`src/rtl/char_buffer_ctrl.sv`:
```
// ---------------------------------------------------------------------------
// char_buffer_ctrl
//
// Command front end for a 16 x 64 character buffer. Accepts single-cell
// writes, region clears (screen, end-of-line, end-of-screen) and, when the
// CHAR_BUFFER_CTRL_SCROLL_EN macro is defined, a one-row scroll-up. Video
// reads always own the buffer read port; scroll reads wait for free cycles.
//
// Build option:
//   CHAR_BUFFER_CTRL_SCROLL_EN  defined   -> op 4 (SCROLL_UP) implemented
//                               undefined -> op 4 is a no-op
//
// Ports:
//   clk, rst_n            clock, synchronous active-low reset
//   cmd_valid/cmd_ready   command handshake (ready only in IDLE)
//   cmd_op                0 WRITE, 1 CLEAR_SCREEN, 2 CLEAR_EOL, 3 CLEAR_EOS,
//                         4 SCROLL_UP, 5-7 no-op
//   cmd_addr              cell address {row[3:0], col[5:0]}
//   cmd_data              character for WRITE
//   vid_rd_en, vid_raddr  video read request (highest priority)
//   buf_we/waddr/din      buffer write port
//   buf_read_en/raddr     buffer read port request
//   buf_dout              buffer read data, valid one cycle after the request
//   busy                  high whenever the controller is not IDLE
// ---------------------------------------------------------------------------
module char_buffer_ctrl #(
    parameter logic [7:0] FILL_CHAR = 8'h20
) (
    input  logic       clk,
    input  logic       rst_n,
    input  logic       cmd_valid,
    output logic       cmd_ready,
    input  logic [2:0] cmd_op,
    input  logic [9:0] cmd_addr,
    input  logic [7:0] cmd_data,
    input  logic       vid_rd_en,
    input  logic [9:0] vid_raddr,
    output logic       buf_we,
    output logic [9:0] buf_waddr,
    output logic [7:0] buf_din,
    output logic       buf_read_en,
    output logic [9:0] buf_raddr,
    input  logic [7:0] buf_dout,
    output logic       busy
);

    localparam logic [2:0] OpWrite     = 3'd0;
    localparam logic [2:0] OpClrScreen = 3'd1;
    localparam logic [2:0] OpClrEol    = 3'd2;
    localparam logic [2:0] OpClrEos    = 3'd3;

`ifdef CHAR_BUFFER_CTRL_SCROLL_EN
    localparam logic [2:0] OpScrollUp  = 3'd4;

    typedef enum logic [1:0] {
        StIdle    = 2'd0,
        StFill    = 2'd1,
        StScrCopy = 2'd2,
        StScrFill = 2'd3
    } state_e;
`else
    typedef enum logic [1:0] {
        StIdle = 2'd0,
        StFill = 2'd1
    } state_e;
`endif

    state_e     state_q, state_d;

    // Registered write port: WRITE and all fill writes go through these.
    logic       we_q, we_d;
    logic [9:0] waddr_q, waddr_d;
    logic [7:0] din_q, din_d;
    // Last address of the active fill run (inclusive).
    logic [9:0] fill_end_q, fill_end_d;

    logic       cmd_fire;

    assign cmd_fire = cmd_valid && (state_q == StIdle);

`ifdef CHAR_BUFFER_CTRL_SCROLL_EN
    // Next source cell to read; bit 10 set means every source has been read.
    logic [10:0] src_q, src_d;
    // A scroll read was issued last cycle, so buf_dout must be written now.
    logic        cp_pend_q, cp_pend_d;
    logic [9:0]  cp_waddr_q, cp_waddr_d;
    logic        scr_rd;
`endif

    // -----------------------------------------------------------------------
    // Next-state logic
    // -----------------------------------------------------------------------
    always_comb begin
        state_d    = state_q;
        we_d       = 1'b0;
        waddr_d    = waddr_q;
        din_d      = din_q;
        fill_end_d = fill_end_q;
`ifdef CHAR_BUFFER_CTRL_SCROLL_EN
        src_d      = src_q;
        cp_pend_d  = 1'b0;
        cp_waddr_d = cp_waddr_q;
        scr_rd     = 1'b0;
`endif

        unique case (state_q)
            StIdle: begin
                if (cmd_fire) begin
                    case (cmd_op)
                        OpWrite: begin
                            we_d    = 1'b1;
                            waddr_d = cmd_addr;
                            din_d   = cmd_data;
                        end
                        OpClrScreen: begin
                            state_d    = StFill;
                            we_d       = 1'b1;
                            waddr_d    = 10'd0;
                            din_d      = FILL_CHAR;
                            fill_end_d = 10'h3FF;
                        end
                        OpClrEol: begin
                            state_d    = StFill;
                            we_d       = 1'b1;
                            waddr_d    = cmd_addr;
                            din_d      = FILL_CHAR;
                            fill_end_d = {cmd_addr[9:6], 6'h3F};
                        end
                        OpClrEos: begin
                            state_d    = StFill;
                            we_d       = 1'b1;
                            waddr_d    = cmd_addr;
                            din_d      = FILL_CHAR;
                            fill_end_d = 10'h3FF;
                        end
`ifdef CHAR_BUFFER_CTRL_SCROLL_EN
                        OpScrollUp: begin
                            state_d = StScrCopy;
                            src_d   = 11'd64;
                        end
`endif
                        default: ;
                    endcase
                end
            end

            StFill: begin
                if (waddr_q == fill_end_q) begin
                    state_d = StIdle;
                end else begin
                    we_d    = 1'b1;
                    waddr_d = waddr_q + 10'd1;
                end
            end

`ifdef CHAR_BUFFER_CTRL_SCROLL_EN
            StScrCopy: begin
                // Video reads take the port; the source pointer simply holds.
                if (!src_q[10] && !vid_rd_en) begin
                    scr_rd     = 1'b1;
                    cp_pend_d  = 1'b1;
                    cp_waddr_d = src_q[9:0] - 10'd64;
                    src_d      = src_q + 11'd1;
                end
                // Last copy (row 14, col 63) is being written this cycle.
                if (cp_pend_q && (cp_waddr_q == 10'd959)) begin
                    state_d    = StScrFill;
                    we_d       = 1'b1;
                    waddr_d    = 10'd960;
                    din_d      = FILL_CHAR;
                    fill_end_d = 10'h3FF;
                end
            end

            StScrFill: begin
                if (waddr_q == fill_end_q) begin
                    state_d = StIdle;
                end else begin
                    we_d    = 1'b1;
                    waddr_d = waddr_q + 10'd1;
                end
            end
`endif

            default: state_d = StIdle;
        endcase
    end

    // -----------------------------------------------------------------------
    // State registers; reset aborts in-flight work, buffer is left as-is.
    // -----------------------------------------------------------------------
    always_ff @(posedge clk) begin
        if (!rst_n) begin
            state_q    <= StIdle;
            we_q       <= 1'b0;
            waddr_q    <= 10'd0;
            din_q      <= 8'd0;
            fill_end_q <= 10'd0;
`ifdef CHAR_BUFFER_CTRL_SCROLL_EN
            src_q      <= 11'd0;
            cp_pend_q  <= 1'b0;
            cp_waddr_q <= 10'd0;
`endif
        end else begin
            state_q    <= state_d;
            we_q       <= we_d;
            waddr_q    <= waddr_d;
            din_q      <= din_d;
            fill_end_q <= fill_end_d;
`ifdef CHAR_BUFFER_CTRL_SCROLL_EN
            src_q      <= src_d;
            cp_pend_q  <= cp_pend_d;
            cp_waddr_q <= cp_waddr_d;
`endif
        end
    end

    // -----------------------------------------------------------------------
    // Outputs
    // -----------------------------------------------------------------------
    assign cmd_ready = (state_q == StIdle);
    assign busy      = (state_q != StIdle);

`ifdef CHAR_BUFFER_CTRL_SCROLL_EN
    assign buf_read_en = vid_rd_en | scr_rd;
    assign buf_raddr   = vid_rd_en ? vid_raddr : src_q[9:0];
    // Copy writes and fill writes never overlap: fills start only after the
    // final copy write has been issued.
    assign buf_we      = we_q | cp_pend_q;
    assign buf_waddr   = cp_pend_q ? cp_waddr_q : waddr_q;
    assign buf_din     = cp_pend_q ? buf_dout : din_q;
`else
    logic unused_buf_dout;

    assign unused_buf_dout = ^buf_dout;
    assign buf_read_en     = vid_rd_en;
    assign buf_raddr       = vid_raddr;
    assign buf_we          = we_q;
    assign buf_waddr       = waddr_q;
    assign buf_din         = din_q;
`endif

endmodule

```
`config.mk`:
```
export PLATFORM = sky130hd
export DESIGN_NAME = char_buffer_ctrl
export DESIGN_NICKNAME = d
export VERILOG_FILES = /design/src/rtl/char_buffer_ctrl.sv
export SDC_FILE = /design/constraint.sdc
export NUM_CORES = 1
export LEC_CHECK = 0
export ABC_AREA = 1
export CORE_MARGIN = 4
export CORE_UTILIZATION = 43
export CTS_CLUSTER_SIZE = 25
export DETAILED_ROUTE_END_ITERATION = 7
export GPL_ROUTABILITY_DRIVEN = 0
export PLACE_DENSITY = 0.85
export SLEW_MARGIN = 20
export SYNTH_ARGS = -nofsm -noshare
export SYNTH_HDL_FRONTEND = slang
export SYNTH_SLANG_ARGS = --single-unit
```
`constraint.sdc`:
```
create_clock -name clk -period 3.3 [get_ports clk]
set_clock_uncertainty 0.2 [all_clocks]
set_input_delay 0.33 -clock clk [delete_from_list [all_inputs] [get_ports clk]]
set_output_delay 0.33 -clock clk [all_outputs]
set_load 0.03 [all_outputs]
```
==> metrics.txt <==
drt initial violations 61; vias 1468; Post-Synth Adder-Cell Area 0.00825; die area 4540 um^2; DRC errors left 0; maxcap violations 0; die height 67.4 um; # nets final 302; diode count 0; hpwl dp 2.67 mm; share of the yosys chip area belonging to registers 0.330; core box area 3360 um^2; post-layout instance area ~1900 um^2; CP startpoint kind flip-flop; cts bufs inserted 3; Crit Path Max Fanout 12; Ys Warns 0; CP delay by family, top buffers and inverters; worst path cell trace inv_2 > clkdlybuf4s50_1; Setup Buffers After CTS 0; Worst Path Required 2.77 ns; worst hold slack roughly 0.28 ns; crit-path max cell delay 0.65 ns; CTS root buf clkbuf_4; Top Ports 75; Period minus WS final 2.38 ns; Worst Setup EP cmd_ready; Initial Utilization 0.451; CP startpoint state_q[0]; First-pass DRT Iterations 4; CP Data Arrival Time 1.85 ns; largest family of logic cells by synthesized area simple AND/OR/NAND/NOR gates; Critical path buffers and inverters 2; H-tree levels 1; Crit path depth 2; CTS tree done; global-route wire length before repair roughly 6 mm; PwrDens 408 nW/um^2; clk sink count 25; vias in the first global route 1287; multiplexer share of the synthesized area 0; drt total wl approximately 3.5 mm; CTS max path bufs 2; Worst R2R End fill_end_q[7]; Mean Syn Cell Area 6.74 um^2; XOR/XNOR Fraction of Synth Area 0.0173; area post-placement 1890 um^2; port bufs 44; drt wl/cell ~12 um; Die Wd 67.4 um; Synth Instances 225; syn nets approximately 270; Skew-Pair Late Insertion Delay 0.33 ns; GRT Util Overall 0.166; Place WS 1.13 ns; Post-synth EDFFs 0; Setup CP Type flip-flop to primary output; worst vdd ir 0.208 mV; initial antenna violation count 0; FF-to-FF path depth 6; Setup Viol. Count Final 0; Worst path slowest cell dfxtp_1; commonest non-fill, non-tap cell in the layout nand2_1; row count 21; prevailing post-synth register cell dfxtp_1; CTS hold repair buffers 0; flop2flop setup slack 1.25 ns; final hold vios 0; Worst-Margin Slew 0.518 ns; RSZ-0062 raised after global routing false; layout cell share with drive strength beyond 1 0.0856; Area growth syn-to-layout 26.5%; asr flop ratio synth 0; # fillers 357; Min-Delay Path Class flip-flop to flip-flop; Leak around 0.81 nW; Mapped Area 1520 um^2; Pwr Total approximately 0.8 mW; ANT nets after route 0; status completed; Slew Limit Fails 0; most frequent cells in the layout 56 x nand2_1, 44 x clkdlybuf4s50_1, 37 x nor2_1; synth unique cells 28; fin worst setup slack 0.918 ns; largest net degree at the start of global routing 16; number of synthesized register bits 25; reg2reg start state_q[0]; compound-gate portion of the synthesized area 0.104; DR vias/cell 4.84; Final period util 0.722; fmax 420 MHz; slew margin rel. 0.654; crit end category primary output; Synth Area in Simple Gates 0.398; CTS clk-pin slew, worst paths 0.15 ns; final setup TNS 0 ns; post_cts resized 0; global route total overflow 0
-- synth_stat cells (2+ instances only) --
| library cell | instances | area, um^2 |
|---|---|---|
| inv_2 | 4 | 15.0 |
| o21ai_0 | 10 | 50.1 |
| xor2_1 | 3 | 26.3 |
| nand3_1 | 13 | 65.1 |
| inv_1 | 18 | 67.6 |
| buf_6 | 2 | 22.5 |
| clkbuf_1 | 2 | 7.51 |
| nor3_1 | 9 | 45.0 |
| nand2_4 | 2 | 22.5 |
| nor2_1 | 37 | 139 |
| nand2_2 | 5 | 31.3 |
| a211oi_1 | 4 | 30.0 |
| dfxtp_1 | 25 | 500 |
| a21oi_1 | 11 | 55.1 |
| nand2_1 | 56 | 210 |
| buf_4 | 12 | 90.1 |
-- worst register-to-register path, cell delays in order, from the launching register on --
cell and delay [ns]:
dfxtp_1 0.65, inv_2 0.22, nand3_4 0.21, inv_2 0.14
nand2_1 0.29, nor3_1 0.08, a211oi_1 0.19
-- kinds of logic (layout without fill, tap and decap cells) --
family	after synthesis	in the layout
AND/OR/NAND/NOR	129	129
buffers and inverters	39	71
AO/OA/AOI/OAI	28	28
flip-flops	25	25
XOR/XNOR	3	3
adder cells (fa/ha/maj)	1	1
-- how the worst min path moves through the flow --
stage | slack [ns] | cells past startpoint | startpoint | endpoint
finish | 0.28 | 2 | buf_din[4] | buf_din[4]
global route | 0.31 | 2 | buf_din[3] | buf_din[3]
CTS | 0.28 | 2 | buf_din[4] | buf_din[4]
detailed placement | 0.26 | 2 | buf_din[0] | buf_din[0]
global placement | 0.25 | 2 | buf_din[3] | buf_din[3]
floorplan | 0.25 | 2 | fill_end_q[6] | fill_end_q[6]
-- final cells by class --
cell class | count | area, um^2 | share of cell area
clock buffer | 3 | 22.5 | 0.0117
clock inverter | 1 | 7.51 | 0.00391
inverter | 22 | 82.6 | 0.0431
multi-input combinational | 161 | 800 | 0.417
sequential | 25 | 500 | 0.261
tap | 46 | 57.6 | 0.0300
timing repair buffer | 45 | 448 | 0.234
-- report_power, final --
group          leakage [nW]  internal [mW]  switching [mW]
clock                0.0139         0.0465           0.100
combinational         0.594          0.118           0.158
sequential            0.205          0.328          0.0321
total                 0.814          0.492           0.291
-- state kept, by name (all words and copies together), names as in the netlist --
signal      count
fill_end_q      5
buf_waddr      10
buf_we          1
buf_din         8
state_q         1
-- metal layers --
| metal | vias up | share of wire | GRT usage |
|---|---|---|---|
| met5 | - | 0 | 0 |
| met4 | 0 | 0.0085 | 0.0481 |
| met3 | 2 | 0.069 | 0.0433 |
| met2 | 42 | 0.45 | 0.266 |
| met1 | 655 | 0.47 | 0.219 |
| li1 | 769 | - | - |
-- through the flow --
stage / std cells / utilization
final: 303 / 0.570
after global routing: 303 / 0.570
after CTS: 303 / 0.570
after detailed placement: 299 / 0.561
after global placement: 299 / 0.561
after floorplan: 225 / -
(Power assumes the default switching activity.)
